<file path="src/rtl/render_ctrl_pkg.sv">
// rtl/render_ctrl_pkg.sv - register map, bit positions and run-state type for render_ctrl_regs
package render_ctrl_pkg;

  localparam int ADDR_FB_BASE   = 'h000;
  localparam int ADDR_VB_BASE   = 'h004;
  localparam int ADDR_CTRL      = 'h008;
  localparam int ADDR_STATUS    = 'h00C;
  localparam int ADDR_FRAME_CNT = 'h010;
  localparam int ADDR_ID        = 'h500;

  // Array registers live in 256-byte pages selected by address[ADDR_W-1:8]
  localparam int PAGE_MV    = 1;
  localparam int PAGE_MVP   = 2;
  localparam int PAGE_LIGHT = 3;

  localparam int CTRL_START_BIT  = 0;
  localparam int CTRL_IRQ_EN_BIT = 1;

  localparam int STATUS_DONE_BIT = 0;
  localparam int STATUS_BUSY_BIT = 1;
  localparam int STATUS_ERR_BIT  = 2;

  localparam logic [31:0] ID_VALUE = 32'hDEADBEEF;

  typedef enum logic {
    IDLE = 1'b0,
    RUN  = 1'b1
  } state_t;

endpackage

</file>
<file path="src/rtl/shadow_reg_bank.sv">
// rtl/shadow_reg_bank.sv - staging register array with indexed access and atomic commit to active copy
module shadow_reg_bank #(
  parameter int          N         = 1,
  parameter int          W         = 32,
  parameter logic [W-1:0] RESET_VAL = '0
) (
  input  logic                clk,
  input  logic                rst,
  input  logic                i_wr_en,
  input  logic [7:0]          i_wr_idx,
  input  logic [W-1:0]        i_wr_data,
  input  logic [7:0]          i_rd_idx,
  output logic [W-1:0]        o_rd_data,
  input  logic                i_commit,
  output logic [N-1:0][W-1:0] o_active
);

  localparam int IDX_W = (N > 1) ? $clog2(N) : 1;

  logic [N-1:0][W-1:0] r_stage;
  logic [N-1:0][W-1:0] r_active;
  logic                w_wr_hit;
  logic                w_rd_hit;

  assign w_wr_hit = i_wr_en && (int'(i_wr_idx) < N);
  assign w_rd_hit = (int'(i_rd_idx) < N);

  always_ff @(posedge clk or posedge rst) begin
    if (rst) begin
      r_stage  <= {N{RESET_VAL}};
      r_active <= {N{RESET_VAL}};
    end else begin
      if (w_wr_hit) begin
        r_stage[i_wr_idx[IDX_W-1:0]] <= i_wr_data;
      end
      if (i_commit) begin
        r_active <= r_stage;
      end
    end
  end

  assign o_rd_data = w_rd_hit ? r_stage[i_rd_idx[IDX_W-1:0]] : '0;
  assign o_active  = r_active;

endmodule

</file>
<file path="src/rtl/render_ctrl_regs.sv">
// rtl/render_ctrl_regs.sv - render pipeline CSR file: shadowed matrices/bases, run FSM, sticky status, frame counter
module render_ctrl_regs
  import render_ctrl_pkg::*;
#(
  parameter int                NUM_MAT   = 16,
  parameter int                NUM_LIGHT = 3,
  parameter int                ADDR_W    = 16,
  parameter int                BASE_W    = 26,
  parameter logic [BASE_W-1:0] VB_RESET  = 26'h300000
) (
  input  logic                        clk,
  input  logic                        reset,
  input  logic [ADDR_W-1:0]           address,
  input  logic                        write,
  input  logic                        read,
  input  logic [31:0]                 writedata,
  output logic [31:0]                 readdata,
  output logic                        readdatavalid,
  output logic [NUM_MAT-1:0][31:0]    MV,
  output logic [NUM_MAT-1:0][31:0]    MVP,
  output logic [NUM_LIGHT-1:0][31:0]  lighting,
  output logic [BASE_W-1:0]           frame_buffer_base,
  output logic [BASE_W-1:0]           vertex_buffer_base,
  output logic                        start_render,
  input  logic                        done_in,
  output logic                        irq
);

  localparam int PAGE_W = ADDR_W - 8;

  state_t             r_state;
  state_t             w_state_d;
  logic               w_launch;
  logic               w_reject;
  logic               w_finish;

  logic               r_start;
  logic               r_done;
  logic               r_err;
  logic               r_irq_en;
  logic [31:0]        r_frame_cnt;
  logic [31:0]        r_rdata;
  logic               r_rvalid;
  logic [31:0]        w_rdata;

  logic [PAGE_W-1:0]  w_page;
  logic [7:0]         w_idx;
  logic               w_sel_fb, w_sel_vb, w_sel_ctrl, w_sel_status;
  logic               w_sel_frame, w_sel_id;
  logic               w_sel_mv, w_sel_mvp, w_sel_light;
  logic               w_start_req;
  logic               w_busy;

  logic [31:0]        w_mv_rd, w_mvp_rd, w_light_rd;
  logic [BASE_W-1:0]  w_fb_rd, w_vb_rd;

  assign w_page       = address[ADDR_W-1:8];
  assign w_idx        = {2'b00, address[7:2]};
  assign w_sel_fb     = (address == ADDR_W'(ADDR_FB_BASE));
  assign w_sel_vb     = (address == ADDR_W'(ADDR_VB_BASE));
  assign w_sel_ctrl   = (address == ADDR_W'(ADDR_CTRL));
  assign w_sel_status = (address == ADDR_W'(ADDR_STATUS));
  assign w_sel_frame  = (address == ADDR_W'(ADDR_FRAME_CNT));
  assign w_sel_id     = (address == ADDR_W'(ADDR_ID));
  assign w_sel_mv     = (w_page == PAGE_W'(PAGE_MV));
  assign w_sel_mvp    = (w_page == PAGE_W'(PAGE_MVP));
  assign w_sel_light  = (w_page == PAGE_W'(PAGE_LIGHT));

  assign w_start_req  = write && w_sel_ctrl && writedata[CTRL_START_BIT];
  assign w_busy       = (r_state == RUN);

  shadow_reg_bank #(.N(NUM_MAT), .W(32)) u_mv (
    .clk(clk), .rst(reset),
    .i_wr_en(write && w_sel_mv), .i_wr_idx(w_idx), .i_wr_data(writedata),
    .i_rd_idx(w_idx), .o_rd_data(w_mv_rd),
    .i_commit(w_launch), .o_active(MV)
  );

  shadow_reg_bank #(.N(NUM_MAT), .W(32)) u_mvp (
    .clk(clk), .rst(reset),
    .i_wr_en(write && w_sel_mvp), .i_wr_idx(w_idx), .i_wr_data(writedata),
    .i_rd_idx(w_idx), .o_rd_data(w_mvp_rd),
    .i_commit(w_launch), .o_active(MVP)
  );

  shadow_reg_bank #(.N(NUM_LIGHT), .W(32)) u_light (
    .clk(clk), .rst(reset),
    .i_wr_en(write && w_sel_light), .i_wr_idx(w_idx), .i_wr_data(writedata),
    .i_rd_idx(w_idx), .o_rd_data(w_light_rd),
    .i_commit(w_launch), .o_active(lighting)
  );

  shadow_reg_bank #(.N(1), .W(BASE_W), .RESET_VAL('0)) u_fb (
    .clk(clk), .rst(reset),
    .i_wr_en(write && w_sel_fb), .i_wr_idx(8'd0), .i_wr_data(writedata[BASE_W-1:0]),
    .i_rd_idx(8'd0), .o_rd_data(w_fb_rd),
    .i_commit(w_launch), .o_active(frame_buffer_base)
  );

  shadow_reg_bank #(.N(1), .W(BASE_W), .RESET_VAL(VB_RESET)) u_vb (
    .clk(clk), .rst(reset),
    .i_wr_en(write && w_sel_vb), .i_wr_idx(8'd0), .i_wr_data(writedata[BASE_W-1:0]),
    .i_rd_idx(8'd0), .o_rd_data(w_vb_rd),
    .i_commit(w_launch), .o_active(vertex_buffer_base)
  );

  always_ff @(posedge clk or posedge reset) begin
    if (reset) begin
      r_state <= IDLE;
    end else begin
      r_state <= w_state_d;
    end
  end

  always_comb begin
    w_state_d = r_state;
    w_launch  = 1'b0;
    w_reject  = 1'b0;
    w_finish  = 1'b0;
    case (r_state)
      IDLE: begin
        if (w_start_req) begin
          w_launch  = 1'b1;
          w_state_d = RUN;
        end
      end
      RUN: begin
        w_reject = w_start_req;
        if (done_in) begin
          w_finish  = 1'b1;
          w_state_d = IDLE;
        end
      end
      default: w_state_d = IDLE;
    endcase
  end

  // Completion set takes priority over a same-cycle write-1-to-clear
  always_ff @(posedge clk or posedge reset) begin
    if (reset) begin
      r_start     <= 1'b0;
      r_done      <= 1'b0;
      r_err       <= 1'b0;
      r_irq_en    <= 1'b0;
      r_frame_cnt <= '0;
    end else begin
      r_start <= w_launch;
      if (write && w_sel_ctrl) begin
        r_irq_en <= writedata[CTRL_IRQ_EN_BIT];
      end
      if (w_launch) begin
        r_done <= 1'b0;
      end else if (w_finish) begin
        r_done <= 1'b1;
      end else if (write && w_sel_status && writedata[STATUS_DONE_BIT]) begin
        r_done <= 1'b0;
      end
      if (w_reject) begin
        r_err <= 1'b1;
      end else if (write && w_sel_status && writedata[STATUS_ERR_BIT]) begin
        r_err <= 1'b0;
      end
      if (w_finish) begin
        r_frame_cnt <= r_frame_cnt + 32'd1;
      end
    end
  end

  always_comb begin
    w_rdata = '0;
    if (w_sel_fb) begin
      w_rdata = 32'(w_fb_rd);
    end else if (w_sel_vb) begin
      w_rdata = 32'(w_vb_rd);
    end else if (w_sel_ctrl) begin
      w_rdata = {29'd0, r_irq_en, w_busy, r_done};
    end else if (w_sel_status) begin
      w_rdata = {29'd0, r_err, w_busy, r_done};
    end else if (w_sel_frame) begin
      w_rdata = r_frame_cnt;
    end else if (w_sel_id) begin
      w_rdata = ID_VALUE;
    end else if (w_sel_mv) begin
      w_rdata = w_mv_rd;
    end else if (w_sel_mvp) begin
      w_rdata = w_mvp_rd;
    end else if (w_sel_light) begin
      w_rdata = w_light_rd;
    end
  end

  always_ff @(posedge clk or posedge reset) begin
    if (reset) begin
      r_rdata  <= '0;
      r_rvalid <= 1'b0;
    end else begin
      r_rvalid <= read;
      if (read) begin
        r_rdata <= w_rdata;
      end
    end
  end

  assign readdata      = r_rdata;
  assign readdatavalid = r_rvalid;
  assign start_render  = r_start;
  assign irq           = r_done && r_irq_en;

endmodule

</file>
<file path="config.mk">
export PLATFORM = sky130hd
export DESIGN_NAME = render_ctrl_regs
export DESIGN_NICKNAME = d
export VERILOG_FILES = /design/src/rtl/render_ctrl_pkg.sv /design/src/rtl/shadow_reg_bank.sv /design/src/rtl/render_ctrl_regs.sv
export SDC_FILE = /design/constraint.sdc
export NUM_CORES = 2
export LEC_CHECK = 0
export CAP_MARGIN = 20
export CORE_UTILIZATION = 38
export CTS_BUF_LIST = sky130_fd_sc_hd__clkbuf_4
export DETAILED_ROUTE_END_ITERATION = 6
export PLACE_DENSITY = 0.67
export REMOVE_ABC_BUFFERS = 1
export SYNTH_ARGS = -nofsm -noshare
export SYNTH_HDL_FRONTEND = slang
export SYNTH_SLANG_ARGS = --single-unit
</file>
<file path="constraint.sdc">
create_clock -name clk -period 106.4 [get_ports clk]
set_input_delay 15.96 -clock clk [delete_from_list [all_inputs] [get_ports clk]]
set_output_delay 15.96 -clock clk [all_outputs]
set_load 0.005 [all_outputs]
</file>
Word-level counts from Yosys, hierarchy flattened
Cells that the tools add are included.
{"block": "word_totals", "mem_count": 0, "in_bits": 53, "rom_bits": 0, "elab_cells": 154, "register_bits": 2414, "latchBits": 0, "ramBits": 0}
{"block": "classes", "addsub": 1, "n_reduce_logical": 19, "muxes": 37, "n_shift": 0, "n_lt_le_gt_ge": 6, "n_bitwise": 1, "n_mul": 0, "div": 0, "eq_ne": 8}
{"operator": "bitwise mux 512 bit", "count": 2}
{"operator": "2-to-1 mux 32 bit", "count": 17}
{"operator": "binary-select mux 32 bit (select 4 bit)", "count": 2}
{"operator": "demux 32 bit (select 4 bit)", "count": 1}
{"operator": "bitwise mux 96 bit", "count": 1}
{"operator": "binary-select mux 32 bit (select 2 bit)", "count": 1}
{"operator": "demux 32 bit (select 2 bit)", "count": 1}
{"operator": "adder 32 x 1 -> 32 bit (second input constant)", "count": 1}
{"operator": "equality test 16 x 4 -> 1 bit (second input constant)", "count": 2}
{"operator": "equality test 16 x 11 -> 1 bit (second input constant)", "count": 1}
{"operator": "equality test 16 x 3 -> 1 bit (second input constant)", "count": 1}
{"operator": "equality test 16 x 5 -> 1 bit (second input constant)", "count": 1}
{"operator": "equality test 8 x 2 -> 1 bit (second input constant)", "count": 2}
{"operator": "logical AND 1 bit", "count": 16}
{"operator": "logical NOT 16 bit", "count": 1}
{"operator": "2-to-1 mux 1 bit", "count": 11}
{"operator": "equality test 8 x 1 -> 1 bit (second input constant)", "count": 1}
{"operator": "less-than comparator 6 x 2 -> 1 bit (second input constant)", "count": 1}
{"operator": "less-than comparator 6 x 5 -> 1 bit (second input constant)", "count": 1}
{"operator": "less-than comparator 4 x 5 -> 1 bit (second input constant)", "count": 1}
{"operator": "greater-or-equal comparator 4 x 1 -> 1 bit (second input constant)", "count": 1}
{"operator": "less-than comparator 2 x 3 -> 1 bit (second input constant)", "count": 1}
{"operator": "nonzero test 3 bit", "count": 1}
{"operator": "greater-or-equal comparator 2 x 1 -> 1 bit (second input constant)", "count": 1}
{"operator": "other kinds (3)", "count": 3}

Logic depth before layout (Yosys ltp)
{"block": "logic_depth", "word_depth": 12, "depth_mapped": 11, "ltp_nobuf": 6}

Hierarchy
From an unflattened synthesis, not the netlist that was laid out.
{"block": "unflattened", "cells_unflattened": 6512, "area_unflattened_um2": 101114.5}
{"module": "shadow_reg_bank (u_mv ...)", "area_each_um2": 41986.5, "n_inst": 2, "seq_area_each_um2": 25624.6, "cells_per_inst": 2594}
{"module": "shadow_reg_bank (u_light)", "area_each_um2": 8035.2, "n_inst": 1, "seq_area_each_um2": 4804.6, "cells_per_inst": 528}
{"module": "render_ctrl_regs", "area_each_um2": 4616.9, "n_inst": 1, "seq_area_each_um2": 1751.7, "cells_per_inst": 508}
{"module": "shadow_reg_bank (u_vb)", "area_each_um2": 2247.2, "n_inst": 1, "seq_area_each_um2": 1306.3, "cells_per_inst": 144}
{"module": "shadow_reg_bank (u_fb)", "area_each_um2": 2242.2, "n_inst": 1, "seq_area_each_um2": 1301.2, "cells_per_inst": 144}

Worst setup path before layout
No wires, ideal clock.
{"block": "synth_timing", "path_kind": "input-to-reg", "start": "in address[2]", "end": "reg r_rdata[31] (netlist: readdata[31])", "path_stages": 9, "path_buffers": 4, "arrival_time_ps": 17980, "path_slack_ps": 88289, "path_cell_list": "buf_2 > buf_4 > buf_2 > buf_2 > mux4_2 > a22oi_1 > a21oi_1 > a2111oi_0 > o2bb2ai_1"}
{"block": "synth_between", "elab_chain_len": 12, "elab_cells_between_ends": 26, "classes_between": "order compare: 2; eq/ne: 5; mux: 18; reduce/logical: 1"}
{"element": "from (decl)", "line": "render_ctrl_regs.sv:13", "source": "input logic [ADDR_W-1:0] address,"}
{"element": "parallel branches: the longest is 11 deep, another holds less-than comparator 6 x 2 -> 1 bit"}
{"element": "2-to-1 mux 32 bit (*)", "line": "render_ctrl_regs.sv:171", "source": "if (w_sel_fb) begin"}
{"element": "to (signal assigned)", "line": "render_ctrl_regs.sv:199", "source": "r_rdata <= w_rdata;"}
{"element": "to (decl)", "line": "render_ctrl_regs.sv:42", "source": "logic [31:0] r_rdata;"}
Mark *: on every way between the ends. The select of a mux whose other input is x is not followed.
A chain may end at the register's enable or synchronous reset.

Worst setup path in the final report
{"block": "layout_timing", "start": "in address[6]", "end": "reg u_mv.r_active (netlist bit u_mv.o_active[448])"}
{"block": "layout_between", "elab_chain_len": 5}
{"element": "equality test 16 x 4 -> 1 bit", "line": "render_ctrl_regs.sv:61", "source": "assign w_sel_ctrl = (address == ADDR_W'(ADDR_CTRL));"}
{"element": "logical AND 1 bit (2 in a row)", "line": "render_ctrl_regs.sv:69", "source": "assign w_start_req = write && w_sel_ctrl && writedata[CTRL_START_BIT];"}
{"element": "2-to-1 mux 1 bit", "line": "render_ctrl_regs.sv:122", "source": "if (w_start_req) begin"}
{"element": "2-to-1 mux 1 bit", "line": "render_ctrl_regs.sv:120", "source": "case (r_state)"}
{"element": "to (signal assigned)", "line": "shadow_reg_bank.sv:31", "source": "r_active <= {N{RESET_VAL}};"}
{"element": "to (signal assigned)", "line": "shadow_reg_bank.sv:37", "source": "r_active <= r_stage;"}
{"element": "to (decl)", "line": "shadow_reg_bank.sv:21", "source": "logic [N-1:0][W-1:0] r_active;"}
No other way between the ends.

==> results.toml <==
[hold_path]
min-delay-start = "u_mvp.r_stage[111]"
hp-class = "reg -> reg"

[route]
drt_iter0_drc = 4507
drc_errors = 1
num_vias = 63823
wl_um = 386200
viasPerCell = 5.440
routedWlPerCell_um = 32.91
firstDrtPassIters = 7
antenna_left = 0

[clock_network]
clk_pin_slew_ps = 60
cts_setup_buffers = 0
cts_tree = "built"
cts_resized = 0
insertion_delay_ps = 1510
htreeDepth = 6
cts_sinks = 2414
cts_made_buffers = 649
postCtsHoldBufs = 0
cts_buffer_depth = 4
root_buffer = "clkbuf_4"

[cells_and_area]
final_cells = 11733
drive_gt1_frac = 0.3542
layout_commonest_cell = "dfrtp_1"
syn_to_final_growth_pct = 23.82
final_cell_mix = "dfrtp_1 (2410), mux2_2 (1370), clkdlybuf4s50_1 (1246)"
nNetsFinal = 7808

[worst_setup_path]
crit_path_max_fanout = 171
r2r-start = "r_state"
crit_path_end_kind = "register"
worstPathRequired_ps = 107750
path_class = "in -> reg"
cp.arrival_ps = 22260
cp-startpoint = "address[6]"
critPathLaunchType = "input port"
rrSetupSlack_ps = 101700

[synth]
synthFlopType = "dfrtp_1"
async_reset_ff_frac = 1.000
synth-edff-count = 0
syn-cell-area_sq_mm = 0.1004
syn_inst = 6182
yosys_warnings = 0
synth.avg_cell_area_sq_um = 16.23
ys_seq_area_frac = 0.6020
synth.distinct_cells = 64
ys_seq_elements = 2414

[run]
max-cap-violations = 0

[grt]
grt_pass1_vias = 67119
grt.overflow.total = 0
antenna_found_initial = 33
grt_pass1_wl_um = 533800
grt_use_total = 0.2871
grt_max_degree = 187

[placed_design]
dp_hpwl_um = 263600
gp_congestion = 0.8514
placed_cells = 10615
port_buffers = 1259

[power_and_ir_drop]
p_per_area_mw_per_mm2 = 14.60
ir_drop_v = 0.00001002
p_leak_nw = 60.76

[floorplanning]
initial_utilization = 0.3823
die_w_um = 515.9
num_rows = 188
die_h_um = 515.9
coreArea_sq_mm = 0.2625
ios = 1260
dieArea_sq_mm = 0.2662

[run_status]
violations = "design-rule violations"
run_status = "finished, violations left"

[sta]
setup-tns-final_ps = 0
rsz0062_at_grt = "no"
slew-limit-headroom = 0.1218
setup_viol = 0
hold_violations = 0
finClkSkew_ps = 98.21
slew_viol_final = 0
fmax_ghz = 0.04783
period_minus_slack_ps = 20910
fin_crit_sh = 0.1965
tightestPinTransition_ps = 1317
## critical path, cell delays in order
cell and delay [ps]:
clkdlybuf4s50_1 660, nor3_1 850, and4_1 460, nand3_1 180
or3_1 530, inv_8 550, buf_12 760, buf_4 850
buf_4 810, mux2_1 390
## state kept, by name (all words and copies together), names as in the netlist, 32 cells and up
name              count
u_mvp.o_active      512
u_light.o_active     96
readdata             32
r_frame_cnt          32
u_mvp.r_stage       512
u_light.r_stage      96
u_mv.o_active       512
u_mv.r_stage        512
## kinds of logic (layout without fill, tap and decap cells)
family / Yosys count / in the layout / share of synthesized area
xor gates and xnor gates: 31 / 31 / 0.002705
DFF: 2414 / 2414 / 0.6020
and+or+nand+nor: 249 / 249 / 0.01248
adders and majority gates: 1 / 1 / 0.0001247
other: 0 / 19 / 0
muxes: 2692 / 2692 / 0.3324
buffers and inverters: 502 / 2519 / 0.03025
AOI/OAI and AO/OA: 293 / 293 / 0.02005
## report_power, final
part           internal [mW]  switching, mW
clock                  0.432          0.405
combinational         0.0128         0.0451
sequential             0.919        0.00117
total                   1.36          0.451
## routing by layer
metal,vias to the layer above,GRT usage,wire (um)
met4,10,0.1258,18090
met5,-,0,68
met1,34229,0.3621,156300
li1,26241,-,-
met3,701,0.09745,34790
met2,2642,0.4473,176900
## synthesized netlist by cell type (all sizes together), types with 3 or more instances
cell / instances / share of area
o22ai: 47 / 0.0029
a31oi: 6 / 0.00037
mux2i: 67 / 0.0067
a22oi: 44 / 0.0033
and3: 4 / 0.00025
a21oi: 46 / 0.0023
mux2: 2347 / 0.26
o221ai: 4 / 0.00035
mux4: 278 / 0.062
dfstp: 4 / 0.0010
nand2b: 6 / 0.00037
a221oi: 38 / 0.0033
nor2: 76 / 0.0028
clkbuf: 140 / 0.0052
or3: 6 / 0.00037
buf: 353 / 0.025
xnor2: 22 / 0.0019
dfrtp: 2410 / 0.60
or2: 3 / 0.00019
nor2b: 6 / 0.00037
and4: 5 / 0.00044
nand2: 65 / 0.0024
and2: 10 / 0.00062
o21ai: 59 / 0.0029
inv: 9 / 0.00034
o2bb2ai: 12 / 0.0010
xor2: 9 / 0.00079
nand3: 29 / 0.0014
o211ai: 8 / 0.00060
o221a: 14 / 0.0016
nand4: 12 / 0.00075
nor3: 15 / 0.0013
a211oi: 3 / 0.00027
nor4: 5 / 0.00052
## layout make-up
class                      instances  area (sq um)
antenna                           19         47.55
multi-input combinational       3266         37250
tap                             3515          4398
clock buffer                     943          7079
timing repair buffer            1414         13920
sequential                      2414         60410
inverter                           9         48.80
fill                           23090        138200
clock inverter                   153          1101
## stage by stage
step | hold slack [ps] | power [mW] | area (sq um) | worst slack, ps | util
finish | 452.6 | 1.815 | 124300 | 85490 | 0.4734
global route | 485.8 | 1.889 | 124200 | 84980 | 0.4732
CTS | 453.1 | 1.836 | 124100 | 85550 | 0.4729
detailed placement | 469.7 | 0.9963 | 116000 | 83830 | 0.4417
global placement | 459.7 | 0.9953 | 115900 | 83910 | 0.4416
floorplan | 439.8 | 0.9641 | 97360 | 22220 | -
## path summary, 6_finish.rpt
| check | depth (start not counted) | endpoint |
|---|---|---|
| min in group asynchronous | 2 | u_mvp.o_active[60] |
| setup / recovery | 10 | u_mv.o_active[448] |
| hold / removal | 1 | u_mvp.o_active[111] |
| setup reg to reg | 6 | u_mv.o_active[448] |
| hold reg to reg | 1 | u_mvp.o_active[111] |
| max in group asynchronous | 8 | u_mvp.r_stage[334] |
Power figures use the tool's default switching activity.
